`src/rtl/uart_tx_fifo.sv`:
```
// Byte FIFO in front of uart_tx: buffers host writes and hands one word per frame to the
// transmitter, pacing sends from the transmitter's active/done status.
module uart_tx_fifo #(
    parameter int p_WORD_LEN = 8,
    parameter int p_DEPTH    = 16
) (
    input  logic                         i_clk,
    input  logic                         i_rst,
    input  logic                         i_wr_en,
    input  logic [p_WORD_LEN-1:0]        i_wr_data,
    output logic                         o_full,
    output logic                         o_empty,
    output logic [$clog2(p_DEPTH+1)-1:0] o_count,
    output logic                         o_overflow,
    output logic                         o_busy,
    output logic                         o_send,
    output logic [p_WORD_LEN-1:0]        o_data,
    input  logic                         i_tx_active,
    input  logic                         i_tx_done
);

    localparam int c_PTR_W = $clog2(p_DEPTH);
    localparam int c_CNT_W = $clog2(p_DEPTH + 1);
    localparam logic [c_CNT_W-1:0] c_FULL = c_CNT_W'(p_DEPTH);

    typedef enum logic [2:0] {
        s_DRAIN,
        s_IDLE,
        s_SEND,
        s_WAIT_ACT,
        s_WAIT_DONE
    } state_t;

    // Exposed for checkers that bind to this block.
    state_t state;
    state_t state_next;

    logic [p_WORD_LEN-1:0] mem [p_DEPTH];
    logic [c_PTR_W-1:0]    wr_ptr;
    logic [c_PTR_W-1:0]    rd_ptr;
    logic [c_CNT_W-1:0]    count;
    logic                  pop;
    logic                  wr_accept;
    logic                  wr_drop;

    // Handshakes: i_wr_en is a one-cycle valid with no ready; a write while full and not
    // popping is dropped and flagged on o_overflow the next cycle. o_send is a one-cycle
    // strobe; the transmitter taking it is seen as i_tx_active rising.
    assign o_full    = (count == c_FULL);
    assign o_empty   = (count == '0);
    assign o_count   = count;
    assign pop       = (state == s_IDLE) && !o_empty;
    assign wr_accept = i_wr_en && (!o_full || pop);
    assign wr_drop   = i_wr_en && !wr_accept;
    assign o_busy    = (state != s_IDLE) || !o_empty;

    always_comb begin
        state_next = state;
        o_send     = 1'b0;
        case (state)
            s_DRAIN: begin
                if (!i_tx_active && !i_tx_done) state_next = s_IDLE;
            end
            s_IDLE: begin
                if (!o_empty) state_next = s_SEND;
            end
            s_SEND: begin
                o_send     = 1'b1;
                state_next = s_WAIT_ACT;
            end
            s_WAIT_ACT: begin
                if (i_tx_active) state_next = s_WAIT_DONE;
            end
            s_WAIT_DONE: begin
                // Settle in s_DRAIN so the second cycle of the done pulse is waited out.
                if (i_tx_done) state_next = s_DRAIN;
            end
            default: state_next = s_DRAIN;
        endcase
    end

    always_ff @(posedge i_clk) begin
        if (wr_accept) mem[wr_ptr] <= i_wr_data;
    end

    always_ff @(posedge i_clk) begin
        if (i_rst) begin
            state      <= s_DRAIN;
            wr_ptr     <= '0;
            rd_ptr     <= '0;
            count      <= '0;
            o_overflow <= 1'b0;
            o_data     <= '0;
        end else begin
            state      <= state_next;
            o_overflow <= wr_drop;
            if (wr_accept) wr_ptr <= wr_ptr + 1'b1;
            if (pop) begin
                o_data <= mem[rd_ptr];
                rd_ptr <= rd_ptr + 1'b1;
            end
            case ({wr_accept, pop})
                2'b10:   count <= count + 1'b1;
                2'b01:   count <= count - 1'b1;
                default: count <= count;
            endcase
        end
    end

endmodule

```
`config.mk`:
```
export PLATFORM = sky130hd
export DESIGN_NAME = uart_tx_fifo
export DESIGN_NICKNAME = d
export VERILOG_FILES = /design/src/rtl/uart_tx_fifo.sv
export SDC_FILE = /design/constraint.sdc
export NUM_CORES = 1
export LEC_CHECK = 0
export CAP_MARGIN = 40
export CORE_ASPECT_RATIO = 1.75
export CORE_MARGIN = 5
export CORE_UTILIZATION = 59
export DETAILED_ROUTE_END_ITERATION = 8
export PLACE_DENSITY = 0.78
export SLEW_MARGIN = 20
export SYNTH_ARGS = -nofsm -noshare
export SYNTH_HDL_FRONTEND = slang
export SYNTH_SLANG_ARGS = --single-unit
```
`constraint.sdc`:
```
create_clock -name i_clk -period 2.57 [get_ports i_clk]
set_input_delay 0.6425 -clock i_clk [delete_from_list [all_inputs] [get_ports i_clk]]
set_output_delay 0.6425 -clock i_clk [all_outputs]
set_load 0.01 [all_outputs]
```
==> results of run 1 <==
## worst register-to-register path, cell delays in order (launching register included)
cell      delay, ps
dfxtp_2         360
or3b_1          390
a21oi_1         180
nand2_1         130
fa_1            420
nand2b_1        170
a21oi_2         200
nand3_1         130
o311ai_0        120
a31oi_1         130
## flip-flops by register name (all words and copies together) (netlist names)
name	count
mem	128
o_data	8
o_count	5
rd_ptr	4
wr_ptr	4
state	3
o_overflow	1
## placed cells by master, fill, tap and decap left out, types with 2 or more instances in the layout
master	netlist	final
nand2b_1	3	3
clkbuf_16	0	17
dfxtp_1	25	20
clkdlybuf4s50_1	0	27
a311oi_1	8	8
or3_1	3	3
a21oi_1	6	5
buf_4	0	29
nand4_1	2	2
clkinv_8	0	6
mux2i_1	35	35
inv_1	9	9
xnor2_1	5	5
mux4_2	16	16
nor3_1	8	8
nor2_1	45	45
nor2b_1	4	4
edfxtp_1	128	128
dfxtp_2	0	4
nand3_1	3	3
xor2_1	4	4
a22oi_1	9	9
inv_6	0	4
nand2_1	11	11
a21o_1	2	2
inv_8	0	3
ha_1	8	8
o22ai_1	17	17
## worst paths after layout
kind,endpoint,startpoint,slack [ps]
worst max-delay path,o_busy,o_count[2],130
worst min-delay path,o_data[0],o_data[0],500
worst max register to register,o_count[4],state[0],200
worst min register to register,o_data[0],o_data[0],500
## logic make-up (layout without fill, tap and decap cells)
family | after synthesis | in the layout | share of synthesized area, %
simple gates | 86 | 86 | 6.67
flops | 153 | 153 | 70.9
fa+ha+maj | 9 | 9 | 1.96
buf+inv | 31 | 102 | 2.00
mux | 51 | 51 | 11.6
xor+xnor | 9 | 9 | 1.29
compound gates | 47 | 47 | 5.63
## layout make-up
class	count	area share, %
clock inverters	15	2.60
multi-input cells	202	22.7
flip-flops and latches	153	59.1
repair buffers	60	7.25
clock buffers	17	5.77
well taps	127	2.16
inverters	10	0.509
## metrics by stage
stage	setup WS, ps	cell area, sq um	setup TNS (ps)	hold WS, ps
after floorplan	200	6130	0	470
after global placement	52.9	6740	0	494
after detailed placement	-45.0	6740	-45.0	497
after CTS	-35.2	7360	-35.2	507
after global routing	21.7	7370	0	532
final	127	7370	0	505
## where the power goes
part,leakage (nW),internal (W),switching (W),total (W)
combinational,0.760,0.000362,0.000387,0.000749
clock,0.299,0.00133,0.00114,0.00247
sequential,1.36,0.00277,0.0000600,0.00283
total,2.42,0.00446,0.00159,0.00605
## routing by layer
metal	global-route usage, %	vias to the layer above	routed length (microns)
met5	0	-	0
met4	10.3	0	416
met3	5.21	24	703
met2	40.6	120	7190
met1	24.6	1781	4490
li1	-	1608	-
## timing repair
item | in CTS | in global routing
hold buffers | 0 | 0
resized for setup | 6 | 6
gates cloned | 0 | 0
setup endpoints to repair | 3 | 2
pin swaps | 1 | 2
setup buffers | 1 | 0
==> flow_summary.toml, run 1 <==
[logic_synthesis]
ys_async_sr_fraction_pct = 0
synthDistinctLibCells = 38
synth.avg_cell_area_sq_um = 15.9
synth_edf_count = 128
synthTopCellsByArea = "edfxtp_1, dfxtp_1, mux4_2"
synthFlopType = "edfxtp_1"
yosysMostFrequentCell = "edfxtp_1"
ys_seq_elements = 153
syn-cell-area_sq_um = 6130
yosys_warnings = 0
synth_top_area_share_pct = 62.7
synthesis.nets = 408
syn_inst = 386
ys_top_cells_by_count = "edfxtp_1, nor2_1, mux2i_1"
synth-seq-area-share_pct = 70.9
yosysTopAreaCell = "edfxtp_1"

[sta]
finClkSkew_ps = 13.6
slew_viol_final = 0
finalSetupViolations = 0
fmax_ghz = 0.409
period_minus_slack_ps = 2440
rsz0062_at_grt = "false"
slew_headroom_pct = 48.7
hold_viol = 0
worst_slew_pin_slew_ps = 767
fin_crit_sh_pct = 95.1

[global_routing]
grt_use_total_pct = 22.4
grt_antenna_before_repair = 0
grt_start_max_net_pins = 28
grt_pass1_vias = 3652
overflow = 0
grt_pass1_wl_mm = 20.1

[clock_tree]
cts_tree = "built"
ctsHtreeMaxLevel = 4
insertion_delay_ps = 430
clkTransAtPathRegs_ps = 70
clock_sink_count = 153
clk_path_buf_depth = 2
numCtsBuffers = 17
clock-root-buffer = "clkbuf_16"

[placement]
post-dp-hpwl_mm = 8.66
gp_congestion = 0.831
portBuffers = 30
place_inst = 551

[min_path]
hp-class = "register to register"
whs_path_depth = 2

[job]
maxCapViolCount = 0

[route]
drtAntennaViolNets = 0
drtPass1Iterations = 4
vias = 3533
drc = 0
routedWlPerCell_microns = 21.9
avgViaCountPerCell = 6.05
drt-total-wl_mm = 12.8
drt_iter0_markers = 241

[floorplanning]
io_pins = 31
die-height_microns = 145
start_util_pct = 59.9
fp.dieW_microns = 87.1
die_area_sq_um = 12600
rows = 49
core_area_sq_um = 10200

[setup_path]
start_kind = "register"
cp_top_family = "simple AND/OR/NAND/NOR gates"
cp_max_fo = 4
path_cells = "nor4_4, and2_4, inv_1, or2_2, clkbuf_2"
slowest_delay_ps = 370
slowest_stage = "dfxtp_4"
required_ps = 1930
critPathBufInv = 2
rr_worst_depth = 9
cp.depth = 5
path_class = "register to output pin"
worst_setup_path_end_kind = "output pin"
cp.arrival_ps = 1800

[cells_and_area]
num-fill-cells = 621
fin_cells = 584
finalNetCount = 466
multi_input_area_sq_um = 1670
area.sequential_sq_um = 4350
layout-drive-gt1-share_pct = 20.4
final_core_util_pct = 72.0
antenna_cells = 0
area_growth_pct = 20.2

[power_and_ir_drop]
leakagePower_nw = 2.42
vdd_drop_max_uv = 752
p_per_area_nw_per_um2 = 821
total_power_w = 0.00605

[run_status]
outcome = "finished clean"
(Power assumes the default switching activity.)
==> run 2: changes to the inputs <==
Settings changed: MAX_ROUTING_LAYER from default to met4.
==> flow_summary.toml, run 2 (synthesis results as in run 1) <==
[run_status]
outcome = "finished clean"

[setup_path]
rr_worst_depth = 9
cp.arrival_ps = 1800
slowest_stage = "dfxtp_4"
path_cells = "nor4_4, and2_4, inv_1, or2_2, clkbuf_2"
required_ps = 1930
start_kind = "register"
worst_setup_path_end_kind = "output pin"
path_class = "register to output pin"
cp_max_fo = 4
slowest_delay_ps = 370
r2r_slack_ps = 200
r2r-start = "state[0]"
r2r-end = "o_count[4]"

[cells_and_area]
final_common_cell = "edfxtp_1"
final_cell_mix = "edfxtp_1, nor2_1, mux2i_1"
num-fill-cells = 621
largest_reg_flops = 128
antenna_cells = 0
layout-drive-gt1-share_pct = 20.4
area.sequential_sq_um = 4350
finalNetCount = 466
area_growth_pct = 20.2
fin_cells = 584
regMostFlops = "mem"
multi_input_area_sq_um = 1670

[route]
avgViaCountPerCell = 6.03
drt-total-wl_mm = 12.8
drtPass1Iterations = 5
vias = 3524
drc = 0
drt_iter0_markers = 194
drtAntennaViolNets = 0
routedWlPerCell_microns = 22.0

[clock_tree]
cts_tree = "built"
clock-root-buffer = "clkbuf_16"
clock_sink_count = 153
insertion_delay_ps = 430
numCtsBuffers = 17
ctsHtreeMaxLevel = 4
clkTransAtPathRegs_ps = 70
clk_path_buf_depth = 2

[sta]
fin_crit_sh_pct = 95.0
slew_headroom_pct = 48.8
rsz0062_at_grt = "false"
finClkSkew_ps = 14.0
worst_slew_pin_slew_ps = 766
fmax_ghz = 0.410
tns_ps = 0
finalSetupViolations = 0
slew_viol_final = 0
hold_viol = 0
period_minus_slack_ps = 2440

[global_routing]
grt_use_total_pct = 23.2
grt_start_max_net_pins = 28
overflow = 0
grt_pass1_vias = 3662
grt_pass1_wl_mm = 20.1
grt_antenna_before_repair = 0

[placement]
post-dp-hpwl_mm = 8.66
place_inst = 551
gp_congestion = 0.843
portBuffers = 30

[min_path]
hold_start = "o_data[6]"
whs_path_depth = 2
holdPathEnd = "o_data[6]"
hp-class = "register to register"

[power_and_ir_drop]
switching_share_pct = 26.4
power_frac_comb_pct = 12.3
leakagePower_nw = 2.42
clockPowerShare_pct = 40.9
power.net_switching_w = 0.00160
vdd_drop_max_uv = 752
pwr-share-seq_pct = 46.7
p_per_area_nw_per_um2 = 822
internal_power_w = 0.00446

[floorplanning]
die_area_sq_um = 12600
rows = 49
fp.dieW_microns = 87.1
start_util_pct = 59.9
io_pins = 31
core_area_sq_um = 10200
die-height_microns = 145

[job]
maxCapViolCount = 0
==> run 2: cell counts in the layout (fill, tap and decap cells not counted) <==
No cell type changed its count.
==> run 2: final cells by class <==
cell class	count	share of cell area [%]
clock inverters	15	2.60
flip-flops and latches	153	59.1
repair buffers	60	7.25
inverters	10	0.509
clock buffers	17	5.77
well taps	127	2.16
multi-input cells	202	22.7
==> run 2: critical path: cells and delay by family (launching register included) <==
family / cells / cell delay, ps
and+or+nand+nor: 3 / 820
buffers and inverters: 2 / 180
DFF: 1 / 370
==> run 2: power groups by stage <==
stage                     clock network, W  logic (W)  registers, W
after global routing               0.00262   0.000816       0.00284
after floorplan                          0   0.000412       0.00289
after detailed placement                 0   0.000736       0.00288
after CTS                          0.00251   0.000761       0.00283
after global placement                   0   0.000719       0.00288
final                              0.00248   0.000748       0.00283
==> run 2: how the worst max path moves through the flow <==
| stage | from | end | slack (ps) | depth (start not counted) |
|---|---|---|---|---|
| finish | o_count[2] | o_busy | 130 | 5 |
| floorplan | state[0] | mem[3][0] | 200 | 5 |
| CTS | o_count[1] | o_busy | -40 | 5 |
| global route | state[0] | o_count[4] | 20 | 9 |
| detailed placement | i_wr_en | o_count[4] | -40 | 9 |
| global placement | i_wr_en | o_count[4] | 50 | 9 |
==> run 2: layer usage <==
metal	share of wire (%)	vias to the layer above	GRT usage, %
met1	35	1777	24.5
li1	-	1609	-
met3	4.9	27	4.70
met5	0	-	-
met2	56	111	40.6
met4	3.5	0	11.2
==> run 2: what timing repair did <==
| action | 4_1_cts | 5_1_grt |
|---|---|---|
| endpoints found under the setup margin | 3 | 2 |
| resized for setup | 6 | 6 |
| endpoints found under the hold margin | 0 | 0 |
| pin swaps | 1 | 2 |
| hold buffers | 0 | 0 |
| setup buffers | 1 | 0 |
==> run 2: through the flow <==
stage	hold WS [ps]	total power [W]	instance area (sq um)	util, %	setup slack [ps]
finish	507	0.00606	7370	72.0	128
global route	532	0.00628	7370	72.0	22.8
CTS	507	0.00610	7360	71.9	-35.2
detailed placement	497	0.00362	6740	65.8	-45.0
global placement	494	0.00359	6740	65.8	52.9
floorplan	470	0.00330	6130	-	200
==> run 3: changes to the inputs <==
Settings changed: HOLD_SLACK_MARGIN from default to 0.08.
==> results of run 3 <==
No change in the layout: final DEF, timing and power equal those of run 2.
